===== src/rtl/execute_stage_if.sv =====
// EX/MEM pipeline bus between the execute stage (master) and the memory stage (slave).
interface execute_stage_if #(
    parameter int DW = 32,
    parameter int RW = 5
);
    logic          valid_out;
    logic [DW-1:0] alu_result;
    logic [DW-1:0] write_data_out;
    logic          zero_out;
    logic [DW-1:0] branch_target;
    logic          mem_write_out;
    logic          branch_out;
    logic          reg_write_out;
    logic          mem_to_reg_out;
    logic [RW-1:0] write_reg_out;

    modport master (
        output valid_out, alu_result, write_data_out, zero_out, branch_target,
               mem_write_out, branch_out, reg_write_out, mem_to_reg_out, write_reg_out
    );

    modport slave (
        input valid_out, alu_result, write_data_out, zero_out, branch_target,
              mem_write_out, branch_out, reg_write_out, mem_to_reg_out, write_reg_out
    );
endinterface


===== src/rtl/execute_stage.sv =====
// EX stage: single-cycle ALU, branch target, and a DW-cycle iterative signed MULT/DIV
// unit owning HI/LO; all results are registered into the EX/MEM bus.
//
// state | meaning
// IDLE  | ALU instructions flow through; MULT/DIV may be accepted
// BUSY  | one multiply/divide step per cycle, upstream stalled, EX/MEM gets bubbles
module execute_stage #(
    parameter int DW = 32,
    parameter int RW = 5
) (
    input  logic          clk,
    input  logic          rst,
    input  logic          valid_in,
    input  logic [3:0]    alu_op,
    input  logic [DW-1:0] read_data_1,
    input  logic [DW-1:0] read_data_2,
    input  logic [DW-1:0] imm_ext,
    input  logic          alu_src,
    input  logic [4:0]    shamt,
    input  logic [DW-1:0] pc_plus4,
    input  logic          mem_write_in,
    input  logic          branch_in,
    input  logic          reg_write_in,
    input  logic          mem_to_reg_in,
    input  logic [RW-1:0] write_reg_in,
    input  logic          flush,
    output logic          stall,
    execute_stage_if.master ex_mem
);
    localparam int CW = $clog2(DW) + 1;

    typedef enum logic {IDLE, BUSY} state_t;

    state_t        state;
    logic [CW-1:0] count;
    logic [DW-1:0] hi, lo;
    logic [DW-1:0] work_hi, work_lo, b_mag;
    logic          op_div, neg_res, sign_a, div_zero;

    logic [DW-1:0] op_b, alu_val, a_mag_in, b_mag_in;
    logic          is_muldiv, issue, accept;

    logic [DW:0]     mul_sum, div_shift;
    logic [DW+1:0]   div_diff;
    logic            div_ok;
    logic [DW-1:0]   step_hi, step_lo, quot, rem;
    logic [2*DW-1:0] prod_mag, prod_signed;

    assign stall     = (state == BUSY);
    assign op_b      = alu_src ? imm_ext : read_data_2;
    assign is_muldiv = (alu_op == 4'hC) || (alu_op == 4'hD);
    assign issue     = (state == IDLE) && valid_in && !flush;
    assign accept    = issue && is_muldiv;
    assign a_mag_in  = read_data_1[DW-1] ? -read_data_1 : read_data_1;
    assign b_mag_in  = op_b[DW-1] ? -op_b : op_b;

    always_comb begin
        alu_val = '0;
        case (alu_op)
            4'h0: alu_val = read_data_1 + op_b;
            4'h1: alu_val = read_data_1 - op_b;
            4'h2: alu_val = read_data_1 & op_b;
            4'h3: alu_val = read_data_1 | op_b;
            4'h4: alu_val = read_data_1 ^ op_b;
            4'h5: alu_val = ~(read_data_1 | op_b);
            4'h6: alu_val = {{(DW-1){1'b0}}, $signed(read_data_1) < $signed(op_b)};
            4'h7: alu_val = {{(DW-1){1'b0}}, read_data_1 < op_b};
            4'h8: alu_val = op_b << shamt;
            4'h9: alu_val = op_b >> shamt;
            4'hA: alu_val = $signed(op_b) >>> shamt;
            4'hB: alu_val = {{(DW-16){1'b0}}, imm_ext[15:0]} << 16;
            4'hE: alu_val = hi;
            4'hF: alu_val = lo;
            default: alu_val = '0;
        endcase
    end

    // Multiply: shift-add with the multiplier in work_lo; divide: restoring with
    // the remainder in work_hi and quotient bits shifted into work_lo.
    always_comb begin
        mul_sum   = {1'b0, work_hi} + (work_lo[0] ? {1'b0, b_mag} : '0);
        div_shift = {work_hi, work_lo[DW-1]};
        div_diff  = {1'b0, div_shift} - {2'b00, b_mag};
        div_ok    = ~div_diff[DW+1];
        if (op_div) begin
            step_hi = div_ok ? div_diff[DW-1:0] : div_shift[DW-1:0];
            step_lo = {work_lo[DW-2:0], div_ok};
        end else begin
            step_hi = mul_sum[DW:1];
            step_lo = {mul_sum[0], work_lo[DW-1:1]};
        end
        prod_mag    = {step_hi, step_lo};
        prod_signed = neg_res ? -prod_mag : prod_mag;
        quot        = div_zero ? '1 : (neg_res ? -step_lo : step_lo);
        rem         = sign_a ? -step_hi : step_hi;
    end

    always_ff @(posedge clk) begin
        if (rst) begin
            state                 <= IDLE;
            count                 <= '0;
            hi                    <= '0;
            lo                    <= '0;
            work_hi               <= '0;
            work_lo               <= '0;
            b_mag                 <= '0;
            op_div                <= 1'b0;
            neg_res               <= 1'b0;
            sign_a                <= 1'b0;
            div_zero              <= 1'b0;
            ex_mem.valid_out      <= 1'b0;
            ex_mem.alu_result     <= '0;
            ex_mem.write_data_out <= '0;
            ex_mem.zero_out       <= 1'b0;
            ex_mem.branch_target  <= '0;
            ex_mem.mem_write_out  <= 1'b0;
            ex_mem.branch_out     <= 1'b0;
            ex_mem.reg_write_out  <= 1'b0;
            ex_mem.mem_to_reg_out <= 1'b0;
            ex_mem.write_reg_out  <= '0;
        end else begin
            ex_mem.alu_result     <= alu_val;
            ex_mem.write_data_out <= read_data_2;
            ex_mem.zero_out       <= (alu_val == '0);
            ex_mem.branch_target  <= pc_plus4 + (imm_ext << 2);

            if (issue) begin
                ex_mem.valid_out      <= 1'b1;
                ex_mem.mem_write_out  <= mem_write_in  && !is_muldiv;
                ex_mem.branch_out     <= branch_in     && !is_muldiv;
                ex_mem.reg_write_out  <= reg_write_in  && !is_muldiv;
                ex_mem.mem_to_reg_out <= mem_to_reg_in && !is_muldiv;
                ex_mem.write_reg_out  <= write_reg_in;
            end else begin
                ex_mem.valid_out      <= 1'b0;
                ex_mem.mem_write_out  <= 1'b0;
                ex_mem.branch_out     <= 1'b0;
                ex_mem.reg_write_out  <= 1'b0;
                ex_mem.mem_to_reg_out <= 1'b0;
                ex_mem.write_reg_out  <= '0;
            end

            case (state)
                IDLE: begin
                    if (accept) begin
                        state    <= BUSY;
                        count    <= CW'(DW);
                        work_hi  <= '0;
                        work_lo  <= a_mag_in;
                        b_mag    <= b_mag_in;
                        op_div   <= alu_op[0];
                        neg_res  <= read_data_1[DW-1] ^ op_b[DW-1];
                        sign_a   <= read_data_1[DW-1];
                        div_zero <= (op_b == '0);
                    end
                end
                BUSY: begin
                    work_hi <= step_hi;
                    work_lo <= step_lo;
                    count   <= count - CW'(1);
                    if (count == CW'(1)) begin
                        state <= IDLE;
                        if (op_div) begin
                            hi <= rem;
                            lo <= quot;
                        end else begin
                            {hi, lo} <= prod_signed;
                        end
                    end
                end
                default: state <= IDLE;
            endcase
        end
    end
endmodule

===== src/flat_wrapper.sv =====
// flat-port wrapper written by rule: the top's interface ports become plain ports
module execute_stage_flat 
#(
    parameter int DW = 32,
    parameter int RW = 5
)
  (clk, rst, valid_in, alu_op, read_data_1, read_data_2, imm_ext, alu_src, shamt, pc_plus4, mem_write_in, branch_in, reg_write_in, mem_to_reg_in, write_reg_in, flush, stall, ex_mem_valid_out, ex_mem_alu_result, ex_mem_write_data_out, ex_mem_zero_out, ex_mem_branch_target, ex_mem_mem_write_out, ex_mem_branch_out, ex_mem_reg_write_out, ex_mem_mem_to_reg_out, ex_mem_write_reg_out);
  execute_stage_if #(.DW(DW), .RW(RW)) ex_mem_i ();
  input  logic clk;
  input  logic rst;
  input  logic valid_in;
  input  logic [3:0] alu_op;
  input  logic [DW-1:0] read_data_1;
  input  logic [DW-1:0] read_data_2;
  input  logic [DW-1:0] imm_ext;
  input  logic alu_src;
  input  logic [4:0] shamt;
  input  logic [DW-1:0] pc_plus4;
  input  logic mem_write_in;
  input  logic branch_in;
  input  logic reg_write_in;
  input  logic mem_to_reg_in;
  input  logic [RW-1:0] write_reg_in;
  input  logic flush;
  output logic stall;
  output wire logic [$bits(ex_mem_i.valid_out)-1:0] ex_mem_valid_out;
  output wire logic [$bits(ex_mem_i.alu_result)-1:0] ex_mem_alu_result;
  output wire logic [$bits(ex_mem_i.write_data_out)-1:0] ex_mem_write_data_out;
  output wire logic [$bits(ex_mem_i.zero_out)-1:0] ex_mem_zero_out;
  output wire logic [$bits(ex_mem_i.branch_target)-1:0] ex_mem_branch_target;
  output wire logic [$bits(ex_mem_i.mem_write_out)-1:0] ex_mem_mem_write_out;
  output wire logic [$bits(ex_mem_i.branch_out)-1:0] ex_mem_branch_out;
  output wire logic [$bits(ex_mem_i.reg_write_out)-1:0] ex_mem_reg_write_out;
  output wire logic [$bits(ex_mem_i.mem_to_reg_out)-1:0] ex_mem_mem_to_reg_out;
  output wire logic [$bits(ex_mem_i.write_reg_out)-1:0] ex_mem_write_reg_out;
  assign ex_mem_valid_out = ex_mem_i.valid_out;
  assign ex_mem_alu_result = ex_mem_i.alu_result;
  assign ex_mem_write_data_out = ex_mem_i.write_data_out;
  assign ex_mem_zero_out = ex_mem_i.zero_out;
  assign ex_mem_branch_target = ex_mem_i.branch_target;
  assign ex_mem_mem_write_out = ex_mem_i.mem_write_out;
  assign ex_mem_branch_out = ex_mem_i.branch_out;
  assign ex_mem_reg_write_out = ex_mem_i.reg_write_out;
  assign ex_mem_mem_to_reg_out = ex_mem_i.mem_to_reg_out;
  assign ex_mem_write_reg_out = ex_mem_i.write_reg_out;
  execute_stage #(.DW(DW), .RW(RW)) u_core (.clk(clk), .rst(rst), .valid_in(valid_in), .alu_op(alu_op), .read_data_1(read_data_1), .read_data_2(read_data_2), .imm_ext(imm_ext), .alu_src(alu_src), .shamt(shamt), .pc_plus4(pc_plus4), .mem_write_in(mem_write_in), .branch_in(branch_in), .reg_write_in(reg_write_in), .mem_to_reg_in(mem_to_reg_in), .write_reg_in(write_reg_in), .flush(flush), .stall(stall), .ex_mem(ex_mem_i));
endmodule

===== config.mk =====
export PLATFORM = sky130hd
export DESIGN_NAME = execute_stage_flat
export DESIGN_NICKNAME = d
export VERILOG_FILES = /design/src/rtl/execute_stage_if.sv /design/src/rtl/execute_stage.sv /design/src/flat_wrapper.sv
export SDC_FILE = /design/constraint.sdc
export NUM_CORES = 1
export LEC_CHECK = 0
export CORE_MARGIN = 3
export CORE_UTILIZATION = 53
export DETAILED_ROUTE_END_ITERATION = 16
export GPL_TIMING_DRIVEN = 0
export PLACE_DENSITY_LB_ADDON = 0.12
export REMOVE_ABC_BUFFERS = 1
export SETUP_SLACK_MARGIN = 0.2
export SYNTH_ARGS = -nofsm -noshare
export SYNTH_HDL_FRONTEND = slang
export SYNTH_SLANG_ARGS = --single-unit
export TNS_END_PERCENT = 30

===== constraint.sdc =====
create_clock -name clk -period 8.1 [get_ports clk]
set_clock_uncertainty 0.05 [all_clocks]
set_input_delay 0.81 -clock clk [delete_from_list [all_inputs] [get_ports clk]]
set_output_delay 0.81 -clock clk [all_outputs]
set_load 0.02 [all_outputs]

### Word level (Yosys, flattened, before mapping)

Cells that the tools add are included.

| cells by class | value |
|---|---|
| $add $sub $neg | 11 |
| order comparisons | 2 |
| equality and inequality tests | 17 |
| shift-type cells | 3 |
| multiplexer cells | 24 |
| bitwise operators | 8 |
| reduce and logical (&&, ||, !) cells | 16 |

Operators with widths:

| kind | count |
|---|---|
| $mux 32 | 14 |
| $pmux 32 s14 | 1 |
| $neg 32->32 | 4 |
| $pmux 32 s2 | 2 |
| $add 32x32->32 | 2 |
| $logic_not 32->1 | 2 |
| $lt 32x32->1 | 2 |
| $mux 64 | 1 |
| $neg 64->64 | 1 |
| $sub 33x32->34 | 1 |
| $add 32x33->33 | 1 |
| $and 32x32->32 | 1 |
| $eq 4x4->1 const B | 8 |
| $not 32->32 | 1 |
| $or 32x32->32 | 1 |
| $shl 32x5->32 | 1 |
| $shr 32x5->32 | 1 |
| $sshr 32x5->32 | 1 |
| $sub 32x32->32 | 1 |
| $xor 32x32->32 | 1 |
| $eq 4x3->1 const B | 4 |
| $pmux 6 s2 | 1 |
| $eq 4x2->1 const B | 2 |
| $logic_and 1x1->1 | 7 |
| 14 further kinds | 20 |

| word-level totals | value |
|---|---|
| register bits | 278 |
| input port bits | 151 |
| output and inout bits | 108 |
| word-level logic and storage cells | 102 |

### Depth between registers and ports, before layout

Gate-level depths: netlist of run 1.

| logic depth | value |
|---|---|
| depth after elaboration | 7 |
| depth in mapped cells | 23 |
| mapped depth without buffers | 22 |

### Least setup slack after synthesis of run 1

OpenSTA, ideal clock, no wires.

| path | value |
|---|---|
| path type | register -> register |
| start | reg u_core.op_div |
| end | reg u_core.hi[28] |
| library setup time | 0.123 ns |
| arrival | 5.736 ns |
| data required time | 7.927 ns |
| slack | 2.191 ns |
| cell stages (with the launch flop) | 23 |
| path buffers | 8 |
| period minus slack after synthesis | 5.909 ns |
| cell sequence | dfxtp_1 > clkbuf_1 > clkbuf_1 > clkbuf_1 > buf_1 > buf_2 > buf_1 > buf_1 > clkbuf_1 > mux2_2 > inv_1 > ha_1 > nand2_1 > or3_1 > nor3_1 > nand2_1 > or2_2 > o31a_1 > a21oi_1 > and3_1 > nand4_1 > mux2i_1 > or2_2 |

| between the ends | value |
|---|---|
| cells in the longest elaborated chain, start to end | 4 |
| elaborated cells between the ends (all ways) | 7 |
| classes of those cells | 2 x add/sub; 5 x mux |

RTL lines:

| item | RTL line | text |
|---|---|---|
| from (decl) | execute_stage.sv:38 | `logic op_div, neg_res, sign_a, div_zero;` |
| from (signal assigned) | execute_stage.sv:151 | `op_div <= alu_op[0];` |
| $mux 32 | execute_stage.sv:85 | `if (op_div) begin` |
| $neg 64->64 or $neg 32->32 (tied branches) | execute_stage.sv:93, execute_stage.sv:95 |  |
| $mux 64 or $mux 32 (tied branches) | execute_stage.sv:93, execute_stage.sv:95 |  |
| $mux 32 * | execute_stage.sv:163 | `if (op_div) begin` |
| to (signal assigned) | execute_stage.sv:164 | `hi <= rem;` |
| to (signal assigned) | execute_stage.sv:167 | `{hi, lo} <= prod_signed;` |
| to (decl) | execute_stage.sv:36 | `logic [DW-1:0] hi, lo;` |

Mark *: on every way between the ends. The rest lies on a longest branch, timed or not.
A chain may end at the register's enable or synchronous reset.

### Final worst setup path of run 1

| path | value |
|---|---|
| start | reg u_core.b_mag[18] |
| end | reg u_core.hi[30] |

| between the ends | value |
|---|---|
| cells in the longest elaborated chain, start to end | 6 |
| elaborated cells between the ends (all ways) | 12 |
| classes of those cells | 4 x add/sub; 7 x mux; 1 x bitwise |

RTL lines:

| item | RTL line | text |
|---|---|---|
| from (decl) | execute_stage.sv:37 | `logic [DW-1:0] work_hi, work_lo, b_mag;` |
| from (signal assigned) | execute_stage.sv:150 | `b_mag <= b_mag_in;` |
| $sub 33x32->34 or $mux 32 (tied branches) | execute_stage.sv:83, execute_stage.sv:81 |  |
| $mux 32, or another cell as far along | execute_stage.sv:86 | `step_hi = div_ok ? div_diff[DW-1:0] : div_shift[DW-1:0];` |
| $mux 32 | execute_stage.sv:85 |  |
| $neg 64->64 or $neg 32->32 (tied branches) | execute_stage.sv:93, execute_stage.sv:95 |  |
| $mux 64 or $mux 32 (tied branches) | execute_stage.sv:93, execute_stage.sv:95 |  |
| $mux 32 * | execute_stage.sv:163 |  |

Marks and branches as above.

==> results of run 1 <==
-- power by group --
group | leakage, uW | internal [uW] | total [uW] | switching (uW)
combinational | 0.0103 | 649 | 1700 | 1050
sequential | 0.00227 | 1420 | 1450 | 22.6
clock | 0.000601 | 1030 | 1700 | 674
-- flip-flops by register name, indices dropped and copies added, names as in the netlist, 5 cells and up --
signal / flops
u_core.count: 6
u_core.work_hi: 32
u_core.ex_mem.write_data_out: 32
u_core.b_mag: 32
u_core.ex_mem.branch_target: 32
u_core.lo: 32
u_core.work_lo: 32
u_core.ex_mem.write_reg_out: 5
u_core.ex_mem.alu_result: 32
u_core.hi: 32
-- layer usage --
metal | part of all wire, % | GRT usage [%] | vias up
met5 | 0.022 | 0 | -
met2 | 45 | 65.7 | 1676
li1 | - | - | 14280
met3 | 9.3 | 7.13 | 353
met1 | 39 | 50.0 | 14706
met4 | 6.5 | 23.2 | 4
-- logic make-up (layout without fill, tap and decap cells) --
logic type,Yosys count,count (layout)
AND/OR/NAND/NOR,1346,1346
adder cells (fa/ha/maj),212,212
XOR/XNOR,180,180
multiplexers,219,219
flip-flops,278,278
buffers and inverters,423,519
AO/OA/AOI/OAI,1173,1173
-- area by class of cell --
type	instances	area, um^2	share of cell area [%]
Multi-Input combinational cell	3130	21800	65.8
Sequential cell	278	5570	16.8
Timing Repair Buffer	287	3030	9.15
Tap cell	688	861	2.60
Clock buffer	48	995	3.00
Inverter	171	643	1.94
Clock inverter	13	234	0.706
-- worst max-delay path by stage --
stage | endpoint | slack, ns | cells past startpoint
floorplan | u_core.hi[28] | 0.55 | 14
global placement | u_core.work_lo[9] | -7.10 | 6
detailed placement | u_core.ex_mem.zero_out | 0.68 | 17
CTS | u_core.hi[30] | 0.69 | 23
global route | u_core.hi[30] | 0.28 | 23
finish | u_core.hi[30] | 0.45 | 23
-- metrics by stage --
| step | total power [uW] | util [%] | instances |
|---|---|---|---|
| 5_1_grt | 5010 | 62.2 | 4615 |
| 4_1_cts | 4810 | 62.2 | 4615 |
| 6_report | 4850 | 62.2 | 4615 |
| 3_3_place_gp | 3110 | 58.9 | 4525 |
| 2_1_floorplan | 2440 | - | 3579 |
| 3_5_place_dp | 3110 | 59.9 | 4554 |
-- worst reg2reg max path: stages, from the launching register on --
cell and delay (ns):
dfxtp_1 0.39, inv_1 0.07, ha_1 0.41, a21oi_1 0.32
o21ai_0 0.23, nand3_1 0.15, nand4_1 0.48, nor3_4 0.79
buf_8 0.27, nor2_2 0.20, a21oi_1 0.43, ha_1 0.24
nand2_1 0.10, or3_1 0.42, nor3_1 0.40, nand2_1 0.27
or2_2 0.40, o21ai_0 0.68, nand3_1 0.15, o31ai_1 0.23
a21oi_1 0.16, o41ai_2 0.40, xnor2_1 0.12, a21o_1 0.18
-- layout by cell type, fill, tap and decap left out, types with 18 or more instances in the layout --
cell type        Yosys  layout
nor2_1             416     413
nand2_1            329     328
a21oi_1            313     312
dfxtp_1            278     275
clkdlybuf4s50_1      0     248
ha_1               207     207
o21ai_0            203     203
inv_1              166     163
xnor2_1            127     127
mux2i_1            109     108
nor3_1              88      86
a211oi_1            83      83
nand3_1             74      74
and2_1              69      69
nor2b_1             65      65
mux4_2              60      60
and3_1              59      59
a21o_1              58      58
xor2_1              53      53
mux2_2              50      50
a31oi_1             50      50
a221oi_1            46      46
nand2b_1            42      42
o211ai_1            42      42
o31ai_1             39      39
or3_1               38      37
clkbuf_16            0      35
nand4_1             34      34
a22oi_1             31      31
o21a_1              30      30
nor4_1              26      26
o21bai_1            22      22
or2_2               21      21
o22ai_1             19      19
a221o_1             19      19
o221ai_1            19      19
a222oi_1            18      18
==> impl_metrics.toml, run 1 <==
[run_status]
status = "finished clean"

[worst_setup_path]
crit_path_end_kind = "flip-flop"
critical-path-max-stage-delay_ns = 0.79
crit_path_top_delay_cell = "nor3_4"
crit_path_start = "u_core.b_mag[18]"
worst-setup-path-type = "reg2reg"
crit_chain = "inv_1 > ha_1 > a21oi_1 > o21ai_0 > nand3_1 > nand4_1 > nor3_4 > buf_8 > nor2_2 > a21oi_1 > ha_1 > nand2_1 > or3_1 > nor3_1 > nand2_1 > or2_2 > o21ai_0 > nand3_1 > o31ai_1 > a21oi_1 > o41ai_2 > xnor2_1 > a21o_1"
worstPathRequired_ns = 8.52
path_common_cell = "a21oi_1"
crit_arrival_ns = 8.07
r2r-start = "u_core.b_mag[18]"
critPathTopFamily = "simple AND/OR/NAND/NOR gates"
rr_endpoint = "u_core.hi[30]"
crit_fanout = 22
cp.buffers_inverters = 2
ff2ff_path_depth = 23
worst-r2r-setup-slack_ns = 0.45
worstSetupStartpointType = "flip-flop"

[floorplanning]
die_x_um = 240
rows = 84
die_h_um = 240
die-area_um2 = 57400
start_util_pct = 54.3
core_area_um2 = 53300
io_pins = 259

[detailed_routing]
wl_per_cell_um = 26.1
drt_iter0_drc = 3042
drc = 0
num_vias = 31019
viasPerCell = 6.72
antenna_left = 0
drt_pass1_iterations = 13
wl_um = 120000

[grt]
antenna_found_initial = 4
gr-total-overflow = 0
grt_pass1_vias = 28960
track_usage_pct = 40.2
grt_max_degree = 101
grt_pass1_wl_um = 178000

[logic_synthesis]
synth_top_family_by_area = "compound AO/OA/AOI/OAI gates"
synth_top_area_share_pct = 19.2
synth_compound_area_share_pct = 27.2
synth_top_area_cell = "dfxtp_1"
synth.mux.area_fraction_pct = 10.4
synth_ff_type = "dfxtp_1"
synth_async_sr_flop_share_pct = 0
ys_types = 100
synth-seq-area-share_pct = 19.2
synth_commonest_cells = "nor2_1, nand2_1, a21oi_1, dfxtp_1, ha_1"
yosys.area_share.simple_pct = 22.8
synth_area_per_cell_um2 = 7.55
synth_seq_cells = 278
synth_fa_ha_area_share_pct = 9.30
synth_area_leaders = "dfxtp_1, ha_1, a21oi_1, nor2_1, mux4_2"
synth_cells = 3831
syn_area_um2 = 28900
yosysMostFrequentCell = "nor2_1"
synth_edf_count = 0
synth_xor_area_share_pct = 5.45
synth_warnings = 0

[cts]
clock_latency_ns = 0.58
postCtsSetupBuffers = 0
cts_buffers = 35
clock_sinks = 278
cts-htree-levels = 2
ctsResizeCount = 0
clk_pin_slew_ns = 0.06
postCtsHoldBufs = 0
cts_tree = "done"
clockBufferDepth = 3
cts-root-buf = "clkbuf_16"

[sta]
period_needed_ns = 7.65
worstMarginPinSlew_ns = 1.35
finalWorstSetupSlack_ns = 0.445
hold-worst-slack_ns = 0.412
drv_slew = 0
relSlewSlack_pct = 9.31
rsz0062_at_grt = "false"
setup_violations = 0
finalSetupTns_ns = 0
max_freq_ghz = 0.131
hold_viol_final = 0
finalCritPeriodShare_pct = 94.5

[final_layout]
fin_nets = 4266
drive_gt1_share_pct = 7.00
antenna_cells = 0
syn_to_final_growth_pct = 14.6
fin_area_um2 = 33100
nFillCells = 4840

[hold_path]
holdPathStages = 2
min_to = "u_core.hi[3]"
hp-class = "reg2reg"
holdCritStartpoint = "u_core.hi[3]"

[pwr]
p_per_area_nw_per_um2 = 146
ir_drop_v = 0.000185
p_leak_uw = 0.0131

[place]
port_buffers = 258
pre_cts_slack_ns = 0.685
post-dp-hpwl_um = 91700
placed_cell_area_um2 = 31900
place.gp.congestion = 1.01

[run]
maxCapViolations = 0
No activity file was read; power rests on OpenSTA's default activity.
==> inputs of run 2 (changes only) <==
--- a/config.mk
+++ b/config.mk
@@ -5,8 +5,10 @@
 export SDC_FILE = /design/constraint.sdc
 export NUM_CORES = 1
 export LEC_CHECK = 0
+export CAP_MARGIN = 20
 export CORE_MARGIN = 3
 export CORE_UTILIZATION = 53
+export CTS_BUF_LIST = sky130_fd_sc_hd__clkbuf_4 sky130_fd_sc_hd__clkbuf_8
 export DETAILED_ROUTE_END_ITERATION = 16
 export GPL_TIMING_DRIVEN = 0
 export PLACE_DENSITY_LB_ADDON = 0.12
==> impl_metrics.toml, run 2 (synthesis gave the netlist of run 1 again) <==
[worst_setup_path]
worstPathRequired_ns = 8.62
critPathTopFamily = "simple AND/OR/NAND/NOR gates"
crit_arrival_ns = 7.92
worst-setup-path-type = "reg2reg"
worstSetupStartpointType = "flip-flop"
crit_path_end_kind = "flip-flop"
path_common_cell = "a21oi_1"
crit_chain = "inv_1 > ha_1 > a21oi_1 > o21ai_0 > nand3_1 > nand4_1 > nor3_4 > buf_8 > nor2_2 > a21oi_1 > ha_1 > nand2_1 > or3_1 > nor3_1 > nand2_1 > or2_2 > o21ai_0 > nand3_1 > o31ai_1 > a21oi_1 > o41ai_2 > xnor2_1 > a21o_1"
cp.buffers_inverters = 2
crit_fanout = 22
critical-path-max-stage-delay_ns = 0.76
crit_path_top_delay_cell = "nor3_4"

[sta]
hold_viol_final = 0
relSlewSlack_pct = 22.2
finalSetupTns_ns = 0
setup_violations = 0
period_needed_ns = 7.40
max_freq_ghz = 0.135
drv_slew = 0
worstMarginPinSlew_ns = 1.13
finalCritPeriodShare_pct = 91.3
rsz0062_at_grt = "false"

[final_layout]
final_common_cell = "nor2_1"
fin_nets = 4300
final_util_pct = 62.5
final_cell_mix = "nor2_1, nand2_1, a21oi_1, dfxtp_1, clkdlybuf4s50_1"
fin_area_um2 = 33300
syn_to_final_growth_pct = 15.2
drive_gt1_share_pct = 7.94

[floorplanning]
die_x_um = 240
io_pins = 259
core_area_um2 = 53300
rows = 84
start_util_pct = 54.3
die-area_um2 = 57400
die_h_um = 240

[grt]
gr-total-overflow = 0
grt_max_degree = 101
grt_pass1_vias = 29205
track_usage_pct = 40.2
antenna_found_initial = 1
grt_pass1_wl_um = 178000

[pwr]
p_sw_share_pct = 37.1
ir_drop_v = 0.000146
power.switching_uw = 1720
p_leak_uw = 0.0133
p_int_uw = 2910
pwr-share-clk_pct = 31.7
p_per_area_nw_per_um2 = 139
power_frac_comb_pct = 37.0
p_seq_share_pct = 31.2

[cts]
cts-htree-levels = 2
cts-root-buf = "clkbuf_8"
cts_tree = "done"
clk_pin_slew_ns = 0.07
clock_sinks = 278
cts_buffers = 51
clockBufferDepth = 3
clock_latency_ns = 0.67
postCtsHoldBufs = 0
ctsResizeCount = 0
postCtsSetupBuffers = 0

[place]
port_buffers = 258
post-dp-hpwl_um = 92400
place.gp.congestion = 1.01
placed_cell_area_um2 = 32200

[hold_path]
hp-class = "in2reg"

[detailed_routing]
drt_iter0_drc = 3562
drc = 0
drt_pass1_iterations = 7
wl_per_cell_um = 25.8
num_vias = 31186
antenna_left = 0
viasPerCell = 6.70
wl_um = 120000

[run_status]
status = "finished clean"

[run]
maxCapViolations = 0
==> run 2: cell count changes in the layout (fill, tap and decap cells not counted), sizes merged <==
cell | before | now
diode | 0 | 1
clkinv | 7 | 16
inv | 171 | 167
clkbuf | 48 | 66
buf | 39 | 52
clkdlybuf4s50 | 248 | 251
==> run 2: worst paths after layout <==
kind / startpoint / end / slack, ns / depth (start not counted)
max: u_core.b_mag[18] / u_core.hi[30] / 0.70 / 23
min: alu_op[0] / u_core.op_div / 0.40 / 3
max reg2reg: u_core.b_mag[18] / u_core.hi[30] / 0.70 / 23
min reg2reg: u_core.hi[3] / u_core.hi[3] / 0.42 / 2
==> run 2: cell type report <==
cell class | instances | area (um^2)
Clock inverter | 18 | 235
Fill cell | 4848 | 20000
Timing Repair Buffer | 305 | 3390
Clock buffer | 64 | 825
Antenna cell | 1 | 2.50
Sequential cell | 278 | 5570
Inverter | 171 | 643
Multi-Input combinational cell | 3130 | 21800
Tap cell | 688 | 861
==> run 2: worst min-delay path, delay by kind of cell <==
kind                   cells  cell delay [ns]
buffers and inverters      1             0.14
AO/OA/AOI/OAI              1             0.05
AND/OR/NAND/NOR            1             0.07
==> run 2: per-layer routing <==
| metal | part of all wire, % | wire [um] | GRT usage (%) | vias up |
|---|---|---|---|---|
| met5 | 0 | 0 | 0 | - |
| met4 | 7.0 | 8370 | 24.6 | 0 |
| met3 | 9.3 | 11100 | 5.93 | 388 |
| met2 | 45 | 53800 | 65.1 | 1758 |
| met1 | 39 | 46600 | 50.5 | 14688 |
| li1 | - | - | - | 14352 |
==> run 2: per-stage QoR <==
step / instances / total power (uW) / hold WS [ns] / setup slack [ns]
after global placement: 4525 / 3110 / 0.398 / -7.10
after floorplan: 3579 / 2440 / 0.372 / 0.553
after global routing: 4655 / 4810 / 0.387 / 0.293
after detailed placement: 4566 / 3130 / 0.404 / 0.673
final: 4655 / 4630 / 0.405 / 0.704
after CTS: 4648 / 4600 / 0.375 / 0.765
==> run 2: power groups by stage <==
stage                     Combinational (uW)  Clock (uW)  Sequential [uW]
after floorplan                          901           0             1540
after global placement                  1630           0             1480
after detailed placement                1650           0             1480
after CTS                               1660        1490             1450
after global routing                    1810        1550             1450
final                                   1720        1470             1450
